### src/rtl/registrador_operandos.sv
// Operand/result register stage: captures ALU operands A and B from a shared bus on
// load-button rising edges and latches the ALU result on request. Optional macro: ACUMULADOR_EN.
module registrador_operandos #(
  parameter int unsigned WIDTH = 8
) (
  input  logic             clk,
  input  logic             rst,
  input  logic [WIDTH-1:0] dado_in,
  input  logic             carregar,
  input  logic             limpar,
  input  logic [WIDTH-1:0] resultado_in,
  input  logic             salvar_res,
  output logic [WIDTH-1:0] op_a,
  output logic [WIDTH-1:0] op_b,
  output logic [WIDTH-1:0] resultado,
  output logic             pronto,
  output logic             res_valido,
  output logic [1:0]       estado
);

  typedef enum logic [1:0] {
    ESPERA_A = 2'b00,
    ESPERA_B = 2'b01,
    PRONTO   = 2'b10,
    INVALIDO = 2'b11
  } estado_t;

  estado_t          r_estado;
  estado_t          w_estado_nxt;
  logic [WIDTH-1:0] r_op_a;
  logic [WIDTH-1:0] r_op_b;
  logic [WIDTH-1:0] r_resultado;
  logic             r_res_valido;
  logic             r_carregar_ant;
  logic [WIDTH-1:0] w_op_a_nxt;
  logic [WIDTH-1:0] w_op_b_nxt;
  logic [WIDTH-1:0] w_resultado_nxt;
  logic             w_res_valido_nxt;
  logic             w_pulso;

  // One pulse per press; the previous level is tracked even during limpar
  assign w_pulso = carregar & ~r_carregar_ant;

  // State and data registers
  always_ff @(posedge clk) begin
    if (rst) begin
      r_estado       <= ESPERA_A;
      r_op_a         <= '0;
      r_op_b         <= '0;
      r_resultado    <= '0;
      r_res_valido   <= 1'b0;
      r_carregar_ant <= 1'b0;
    end else begin
      r_estado       <= w_estado_nxt;
      r_op_a         <= w_op_a_nxt;
      r_op_b         <= w_op_b_nxt;
      r_resultado    <= w_resultado_nxt;
      r_res_valido   <= w_res_valido_nxt;
      r_carregar_ant <= carregar;
    end
  end

  // Next-state and load/hold selection; priority limpar > pulso > salvar_res
  always_comb begin
    w_estado_nxt     = r_estado;
    w_op_a_nxt       = r_op_a;
    w_op_b_nxt       = r_op_b;
    w_resultado_nxt  = r_resultado;
    w_res_valido_nxt = r_res_valido;
    if (limpar) begin
      w_estado_nxt     = ESPERA_A;
      w_op_a_nxt       = '0;
      w_op_b_nxt       = '0;
      w_resultado_nxt  = '0;
      w_res_valido_nxt = 1'b0;
    end else begin
      case (r_estado)
        ESPERA_A: begin
          if (w_pulso) begin
            w_op_a_nxt   = dado_in;
            w_estado_nxt = ESPERA_B;
          end
        end
        ESPERA_B: begin
          if (w_pulso) begin
            w_op_b_nxt   = dado_in;
            w_estado_nxt = PRONTO;
          end
        end
        PRONTO: begin
          if (w_pulso) begin
            w_op_a_nxt       = dado_in;
            w_op_b_nxt       = '0;
            w_res_valido_nxt = 1'b0;
            w_estado_nxt     = ESPERA_B;
          end else if (salvar_res) begin
            w_resultado_nxt  = resultado_in;
            w_res_valido_nxt = 1'b1;
`ifdef ACUMULADOR_EN
            // Result becomes the next operand A so only B needs loading
            w_op_a_nxt       = resultado_in;
            w_op_b_nxt       = '0;
            w_estado_nxt     = ESPERA_B;
`endif
          end
        end
        default: begin
          w_estado_nxt     = ESPERA_A;
          w_op_a_nxt       = '0;
          w_op_b_nxt       = '0;
          w_resultado_nxt  = '0;
          w_res_valido_nxt = 1'b0;
        end
      endcase
    end
  end

  assign op_a       = r_op_a;
  assign op_b       = r_op_b;
  assign resultado  = r_resultado;
  assign res_valido = r_res_valido;
  assign estado     = r_estado;
  assign pronto     = (r_estado == PRONTO);

endmodule

### config.mk
export PLATFORM = sky130hd
export DESIGN_NAME = registrador_operandos
export DESIGN_NICKNAME = d
export VERILOG_FILES = /design/src/rtl/registrador_operandos.sv
export SDC_FILE = /design/constraint.sdc
export NUM_CORES = 1
export LEC_CHECK = 0
export CAP_MARGIN = 20
export CORE_AREA = 2 2 96 52
export CTS_BUF_LIST = sky130_fd_sc_hd__clkbuf_4
export DETAILED_ROUTE_END_ITERATION = 8
export DIE_AREA = 0 0 98 54
export DONT_BUFFER_PORTS = 1
export GPL_ROUTABILITY_DRIVEN = 0
export GPL_TIMING_DRIVEN = 0
export PLACE_DENSITY = 0.54
export SYNTH_ARGS = -nofsm -noshare
export SYNTH_HDL_FRONTEND = slang
export SYNTH_SLANG_ARGS = --single-unit
### constraint.sdc
create_clock -name clk -period 1.2 [get_ports clk]
set_clock_uncertainty 0.05 [all_clocks]
set_input_delay 0.18 -clock clk [delete_from_list [all_inputs] [get_ports clk]]
set_output_delay 0.18 -clock clk [all_outputs]
set_load 0.05 [all_outputs]
==> flow_summary.json, run 1 <==
{
  "final_cell_area_mm2": 0.00189,
  "max_slew_margin_pct": 61.8,
  "dieHeight_um": 54,
  "grt_max_degree": 16,
  "drtIter0Drc": 101,
  "vias": 1355,
  "total_power_mw": 1.69,
  "viasPerCell": 5.44,
  "tns_ns": -2.13,
  "ys_warn_count": 0,
  "drc": 0,
  "p_leak_nw": 0.596,
  "yosysSeqAreaShare_pct": 41.9,
  "dpl.cell_count": 221,
  "cp-start-kind": "register",
  "rsz0062_at_grt": "true",
  "seqCellArea_um2": 599,
  "post-route-period-util_pct": 127,
  "path_max_fanout": 6,
  "cts.sinks": 28,
  "num_rows": 18,
  "setup_slack_ns": -0.329,
  "io_buffers": 0,
  "tritoncts": "yes",
  "start_util_pct": 29.3,
  "die_area_mm2": 0.00529,
  "wirelength_mm": 4.59,
  "vdd_drop_max_mv": 0.369,
  "wl_per_cell_um": 18.4,
  "yosysUniqueCellTypes": 23,
  "arrival_ns": 1.30,
  "fp.coreArea_mm2": 0.00457,
  "drv_slew": 0,
  "status": "complete, but fails checks",
  "postSynthAreaPerCell_um2": 8.32,
  "clk_latency_ns": 0.34,
  "fillers": 475,
  "grt_pass1_wl_mm": 7.53,
  "synth_seq_cells": 28,
  "mostFrequentLayoutCells": "dfxtp_2 (25), nand3_1 (24), a31oi_1 (21)",
  "antenna_cells": 0,
  "worst-endpoint-required_ns": 0.97,
  "cap_violations": 0,
  "grt_pass1_vias": 1365,
  "dp_hpwl_mm": 3.03,
  "holdWs_ns": 0.148,
  "hold_path.class": "primary input to register",
  "crit_path_end_kind": "output pin",
  "pre_cts_slack_ns": -0.153,
  "period_needed_ns": 1.53,
  "multi_input_area_um2": 773,
  "cts.path.max_buffers": 2,
  "nets": 211,
  "drive_gt1_share_pct": 37.6,
  "clk_pin_slew_ns": 0.16,
  "fmaxAchievable_mhz": 654,
  "p_per_area_mw_per_mm2": 894,
  "failed_checks": "setup timing",
  "ioPinCount": 49,
  "fin_util_pct": 41.4,
  "antenna_found_initial": 0,
  "grt_overflow": 0,
  "synth_area_mm2": 0.00134,
  "syn-num-nets": 182,
  "worstMarginPinSlew_ns": 0.572,
  "ant_nets": 0,
  "worst-setup-path-type": "register to output pin",
  "final_common_cell": "dfxtp_2",
  "numCtsBuffers": 3,
  "hold_violations": 0,
  "die_width_um": 98,
  "cts_max_level": 1,
  "syn_inst": 161,
  "cts-root-buf": "clkbuf_4",
  "setup_violations": 27,
  "fin_cells": 249,
  "grt.total_usage_pct": 18.4,
  "post_dp_cell_area_mm2": 0.00143,
  "area_delta_synth_final_pct": 41.2,
  "dr.pass1.iters": 4
}
## sequential cells by signal, indices dropped and copies added (netlist names)
register and cells:
estado 2, op_b 8, resultado 8, res_valido 1, op_a 8, r_carregar_ant 1
## per-layer routing
layer / part of all wire [%] / wire [um] / up-vias / GRT usage, %
li1: - / - / 659 / -
met3: 7.8 / 358 / 2 / 6.36
met2: 39 / 1800 / 41 / 26.9
met1: 53 / 2430 / 653 / 26.8
met4: 0.087 / 4 / 0 / 1.62
met5: 0 / 0 / - / 0
## final timing paths
| check | start | end | slack, ns | cells past startpoint |
|---|---|---|---|---|
| worst max-delay path | estado[1]$_SDFFE_PP0P_ | pronto | -0.33 | 2 |
| worst min-delay path | rst | op_a[2]$_SDFFE_PP0P_ | 0.15 | 3 |
| worst max register to register | estado[0]$_SDFFE_PP0P_ | op_a[1]$_SDFFE_PP0P_ | -0.11 | 5 |
| worst min register to register | op_a[3]$_SDFFE_PP0P_ | op_a[3]$_SDFFE_PP0P_ | 0.57 | 2 |
## final cells by class
| type | instances | share of cell area, % |
|---|---|---|
| repair buffers | 24 | 14.0 |
| multi-input cells | 114 | 40.9 |
| flip-flops and latches | 28 | 31.7 |
| clock inverters | 1 | 0.199 |
| clock buffers | 3 | 1.19 |
| well taps | 60 | 3.97 |
| inverters | 1 | 0.199 |
| plain buffers | 18 | 7.88 |
## where the power goes
part | switching, mW | total [mW] | internal (mW)
logic | 0.144 | 0.266 | 0.122
registers | 0.0597 | 1.00 | 0.942
clock network | 0.300 | 0.422 | 0.122
total | 0.503 | 1.69 | 1.19
## worst max-delay path, stage by stage, from the launching register on
cell	delay [ns]
dfxtp_4	0.51
buf_8	0.14
nor2b_4	0.32
## repair_timing
item | CTS | global route
cloned | 1 | 0
pin swaps | 16 | 9
setup buffers | 4 | 0
endpoints found under the setup margin | 52 | 28
hold endpoints to repair | 27 | 0
resized for setup | 47 | 15
hold buffers | 19 | 0
## kinds of logic (layout without fill, tap and decap cells)
group / count (synthesis) / in the layout / synth area share [%]
flip-flops: 28 / 28 / 41.9
AND/OR/NAND/NOR: 78 / 78 / 31.8
AO/OA/AOI/OAI: 36 / 36 / 17.7
buffers and inverters: 19 / 47 / 8.69
## Yosys cell counts
master    instances  share of area, %
nor2_1            2              0.56
buf_6             3               2.5
and2_1            1              0.47
clkbuf_1          5               1.4
buf_2             6               2.2
inv_2             1              0.28
o211a_1           1              0.75
o21ai_1           1              0.37
nand4_1           8               3.7
nand3_1          32                12
a21oi_1           2              0.75
a31oi_1          23                11
nand3b_1          9               5.0
buf_4             4               2.2
and2b_1           1              0.56
nor2b_1           3               1.4
o21a_1            1              0.56
o211ai_1          8               4.5
dfxtp_1          28                42
or2_1             1              0.47
nand2_1          12               3.4
and3_1            1              0.47
nand2b_1          8               3.7
Power figures use the tool's default switching activity.
==> run 2: changes to the inputs <==
- TNS_END_PERCENT: default -> 50
==> flow_summary.json, run 2 (synthesis gave the netlist of run 1 again) <==
{
  "r2r-end": "op_a[1]$_SDFFE_PP0P_",
  "failed_checks": "setup timing",
  "fp.coreArea_mm2": 0.00457,
  "clk_latency_ns": 0.33,
  "hold_violations": 0,
  "final_cell_area_mm2": 0.00189,
  "critical-path-slowest-cell": "dfxtp_4",
  "numCtsBuffers": 3,
  "start_util_pct": 29.3,
  "ioPinCount": 49,
  "r2r-start": "estado[0]$_SDFFE_PP0P_",
  "critPathBufInv": 1,
  "dieHeight_um": 54,
  "die_width_um": 98,
  "path_max_fanout": 6,
  "total_power_mw": 1.68,
  "die_area_mm2": 0.00529,
  "grt_pass1_vias": 1365,
  "tns_ns": -2.02,
  "wirelength_mm": 4.60,
  "min_to": "op_a[2]$_SDFFE_PP0P_",
  "vdd_drop_max_mv": 0.360,
  "wl_per_cell_um": 18.5,
  "p_leak_nw": 0.596,
  "grt_overflow": 0,
  "antenna_found_initial": 0,
  "worst-endpoint-required_ns": 0.97,
  "antenna_cells": 0,
  "grt_max_degree": 16,
  "hold_path.class": "primary input to register",
  "io_buffers": 0,
  "setup_violations": 27,
  "drc": 0,
  "dr.pass1.iters": 4,
  "cap_violations": 0,
  "cp-start-kind": "register",
  "status": "complete, but fails checks",
  "clk_pin_slew_ns": 0.16,
  "fmaxAchievable_mhz": 656,
  "post_dp_cell_area_mm2": 0.00143,
  "worstMarginPinSlew_ns": 0.586,
  "grt.total_usage_pct": 18.4,
  "num_rows": 18,
  "worst-setup-path-type": "register to output pin",
  "critPathTopFamily": "flip-flops",
  "cts.sinks": 28,
  "cts-root-buf": "clkbuf_4",
  "viasPerCell": 5.41,
  "ant_nets": 0,
  "arrival_ns": 1.29,
  "mostFrequentLayoutCells": "dfxtp_2 (25), nand3_1 (24), a31oi_1 (21)",
  "setup_slack_ns": -0.324,
  "p_per_area_mw_per_mm2": 891,
  "period_needed_ns": 1.52,
  "area_delta_synth_final_pct": 41.2,
  "post-route-period-util_pct": 127,
  "cp_num_cells": 2,
  "vias": 1347,
  "dp_hpwl_mm": 3.03,
  "slowest_delay_ns": 0.51,
  "grt_pass1_wl_mm": 7.53,
  "drtIter0Drc": 109,
  "fin_util_pct": 41.4,
  "dpl.cell_count": 221,
  "crit_path_end_kind": "output pin",
  "ff2ff_setup_slack_ns": -0.10,
  "max_slew_margin_pct": 60.9,
  "drive_gt1_share_pct": 37.6,
  "rsz0062_at_grt": "true",
  "final_common_cell": "dfxtp_2",
  "drv_slew": 0,
  "cts.path.max_buffers": 2,
  "nets": 211,
  "r2r_cells": 5,
  "hp-start": "rst",
  "holdPathStages": 3,
  "tritoncts": "yes",
  "worstPathCellList": "buf_8 -> nor2b_4",
  "fin_cells": 249,
  "cts_max_level": 1
}
[run 2: cell counts in the layout (fill, tap and decap cells not counted)]
Identical to the previous run, type by type.
[run 2: worst reg2reg max path: stages (launching register included)]
cell and delay, ns:
dfxtp_4 0.53, and2b_1 0.18, buf_6 0.15, buf_8 0.13, nand2_1 0.05, a31oi_1 0.16
[run 2: routing by layer]
metal / vias to the layer above / global-route usage [%] / part of all wire, %
li1: 657 / - / -
met1: 638 / 26.8 / 53
met2: 50 / 26.9 / 39
met3: 2 / 6.36 / 8.7
met4: 0 / 1.62 / 0.087
met5: - / 0 / 0
[run 2: worst max-delay path by stage]
stage | slack, ns | from | endpoint
floorplan | 0.004 | estado[1]$_SDFFE_PP0P_ | op_b[6]$_SDFFE_PP0P_
finish | -0.32 | estado[1]$_SDFFE_PP0P_ | pronto
global route | -0.36 | estado[1]$_SDFFE_PP0P_ | pronto
detailed placement | -0.15 | estado[0]$_SDFFE_PP0P_ | op_a[5]$_SDFFE_PP0P_
global placement | -0.16 | estado[0]$_SDFFE_PP0P_ | op_a[7]$_SDFFE_PP0P_
CTS | -0.37 | estado[1]$_SDFFE_PP0P_ | pronto
[run 2: where the power goes]
part,leakage [nW],internal (mW),switching (mW)
Sequential,0.241,0.942,0.0597
Combinational,0.340,0.122,0.145
Clock,0.0154,0.122,0.292
[run 2: what timing repair did]
item                                    in CTS  in global routing
resized for setup                           47                 15
pin swaps                                   16                  9
endpoints found under the setup margin      52                 28
hold buffers                                19                  0
setup buffers                                4                  0
gates cloned                                 1                  0
endpoints found under the hold margin       27                  0
[run 2: final cells by class]
class                   instances  area (um^2)
plain buffers                  18          149
clock buffers                   3         22.5
clock inverters                 1         3.75
fillers                       475         2680
inverters                       1         3.75
multi-input cells             114          773
flip-flops and latches         28          599
well taps                      60         75.1
repair buffers                 24          264
[run 2: stage by stage]
stage               hold slack, ns  setup WS (ns)
floorplan                    0.202        0.00400
global placement             0.204         -0.163
detailed placement           0.204         -0.153
CTS                          0.117         -0.369
global route                 0.135         -0.359
finish                       0.141         -0.324
==> run 3: changes to the inputs <==
- HOLD_SLACK_MARGIN: default -> 0.15
==> flow_summary.json, run 3 (synthesis gave the netlist of run 1 again) <==
{
  "ant_nets": 0,
  "endpoint": "pronto",
  "critical-path-slowest-cell": "dfxtp_4",
  "grt_pass1_wl_mm": 7.49,
  "period_needed_ns": 1.51,
  "cp_num_cells": 2,
  "grt_max_degree": 16,
  "vdd_drop_max_mv": 0.343,
  "worstMarginPinSlew_ns": 0.357,
  "dieHeight_um": 54,
  "wirelength_mm": 4.55,
  "cp-start-kind": "register",
  "hp-start": "carregar",
  "multi_input_area_um2": 773,
  "fp.coreArea_mm2": 0.00457,
  "dr.pass1.iters": 4,
  "num_rows": 18,
  "ff2ff_setup_slack_ns": -0.08,
  "area_delta_synth_final_pct": 41.7,
  "cts.sinks": 28,
  "r2r-start": "estado[0]$_SDFFE_PP0P_",
  "numCtsBuffers": 3,
  "die_area_mm2": 0.00529,
  "viasPerCell": 5.39,
  "fillers": 474,
  "drv_slew": 0,
  "p_per_area_mw_per_mm2": 885,
  "setup_slack_ns": -0.314,
  "rsz0062_at_grt": "true",
  "fmaxAchievable_mhz": 661,
  "seqCellArea_um2": 599,
  "setup_violations": 27,
  "worstPathCellList": "buf_8 -> nor2b_4",
  "status": "complete, but fails checks",
  "cts.path.max_buffers": 2,
  "antenna_cells": 0,
  "max_slew_margin_pct": 76.2,
  "slowest_delay_ns": 0.50,
  "wl_per_cell_um": 18.3,
  "clk_latency_ns": 0.32,
  "total_power_mw": 1.68,
  "r2r_cells": 5,
  "r2r-end": "op_a[1]$_SDFFE_PP0P_",
  "final_common_cell": "dfxtp_2",
  "ioPinCount": 49,
  "io_buffers": 0,
  "cap_violations": 0,
  "path_max_fanout": 6,
  "start_util_pct": 29.3,
  "hold_path.class": "primary input to register",
  "tritoncts": "yes",
  "worst-endpoint-required_ns": 0.97,
  "drive_gt1_share_pct": 38.1,
  "arrival_ns": 1.28,
  "cts_max_level": 1,
  "cts-root-buf": "clkbuf_4",
  "cp-startpoint": "estado[1]$_SDFFE_PP0P_",
  "clk_pin_slew_ns": 0.16,
  "mostFrequentLayoutCells": "dfxtp_2 (25), nand3_1 (24), a31oi_1 (21)",
  "drtIter0Drc": 103,
  "p_leak_nw": 0.601,
  "critPathBufInv": 1,
  "grt_overflow": 0,
  "vias": 1343,
  "antenna_found_initial": 0,
  "drc": 0,
  "nets": 211,
  "hold_violations": 0,
  "grt_pass1_vias": 1349,
  "post-route-period-util_pct": 126,
  "worst-setup-path-type": "register to output pin",
  "crit_path_end_kind": "output pin",
  "critPathTopFamily": "flip-flops",
  "die_width_um": 98,
  "dp_hpwl_mm": 3.03,
  "grt.total_usage_pct": 18.3,
  "failed_checks": "setup timing",
  "tns_ns": -1.98
}
[run 3: how the worst min path moves through the flow]
stage                                           end  slack [ns]  depth (start not counted)
after floorplan           r_carregar_ant$_SDFF_PP0_        0.20                          1
after global placement    r_carregar_ant$_SDFF_PP0_        0.20                          1
after detailed placement  r_carregar_ant$_SDFF_PP0_        0.20                          1
after CTS                 resultado[2]$_SDFFE_PP0P_        0.17                          4
after global routing      resultado[4]$_SDFFE_PP0P_        0.21                          4
final                     resultado[1]$_SDFFE_PP0P_        0.18                          4
[run 3: worst min-delay path, delay by kind of cell]
family / cells / cell delay [ns]
buffers and inverters: 1 / 0.16
AO/OA/AOI/OAI: 1 / 0.08
AND/OR/NAND/NOR: 2 / 0.13
[run 3: where the power goes]
| group | internal [mW] | leakage (nW) | switching (mW) | total, mW |
|---|---|---|---|---|
| registers | 0.942 | 0.241 | 0.0595 | 1.00 |
| clock network | 0.122 | 0.0154 | 0.286 | 0.408 |
| logic | 0.125 | 0.345 | 0.144 | 0.269 |
| total | 1.19 | 0.601 | 0.489 | 1.68 |
[run 3: final cells by class]
type | count | area share, %
Buffer | 18 | 8.18
Clock buffer | 3 | 1.19
Clock inverter | 1 | 0.198
Inverter | 1 | 0.198
Multi-Input combinational cell | 114 | 40.8
Sequential cell | 28 | 31.6
Tap cell | 60 | 3.96
Timing Repair Buffer | 24 | 13.9
[run 3: routing by layer]
layer | share of wire, % | vias to the layer above | track usage [%] | wire (um)
met5 | 0 | - | 0 | 0
met1 | 52 | 637 | 26.7 | 2360
met4 | 0.18 | 0 | 1.16 | 8
met2 | 39 | 47 | 27.1 | 1760
li1 | - | 657 | - | -
met3 | 9.3 | 2 | 6.23 | 422
[run 3: timing repair]
item                                    in CTS  in global routing
gates cloned                                 1                  0
hold endpoints to repair                    27                  0
hold buffers                                19                  0
endpoints found under the setup margin      52                 28
pin swaps                                   16                  9
gates resized for setup                     47                 21
buffers inserted                             4                  0
[run 3: through the flow]
step | util (%) | setup slack (ns) | std cells | instance area (um^2) | hold slack (ns)
floorplan | - | 0.00400 | 161 | 1360 | 0.202
detailed placement | 31.4 | -0.153 | 221 | 1430 | 0.204
CTS | 40.0 | -0.369 | 249 | 1830 | 0.171
finish | 41.5 | -0.314 | 249 | 1900 | 0.181
global route | 41.5 | -0.359 | 249 | 1900 | 0.205
global placement | 31.4 | -0.163 | 221 | 1430 | 0.204
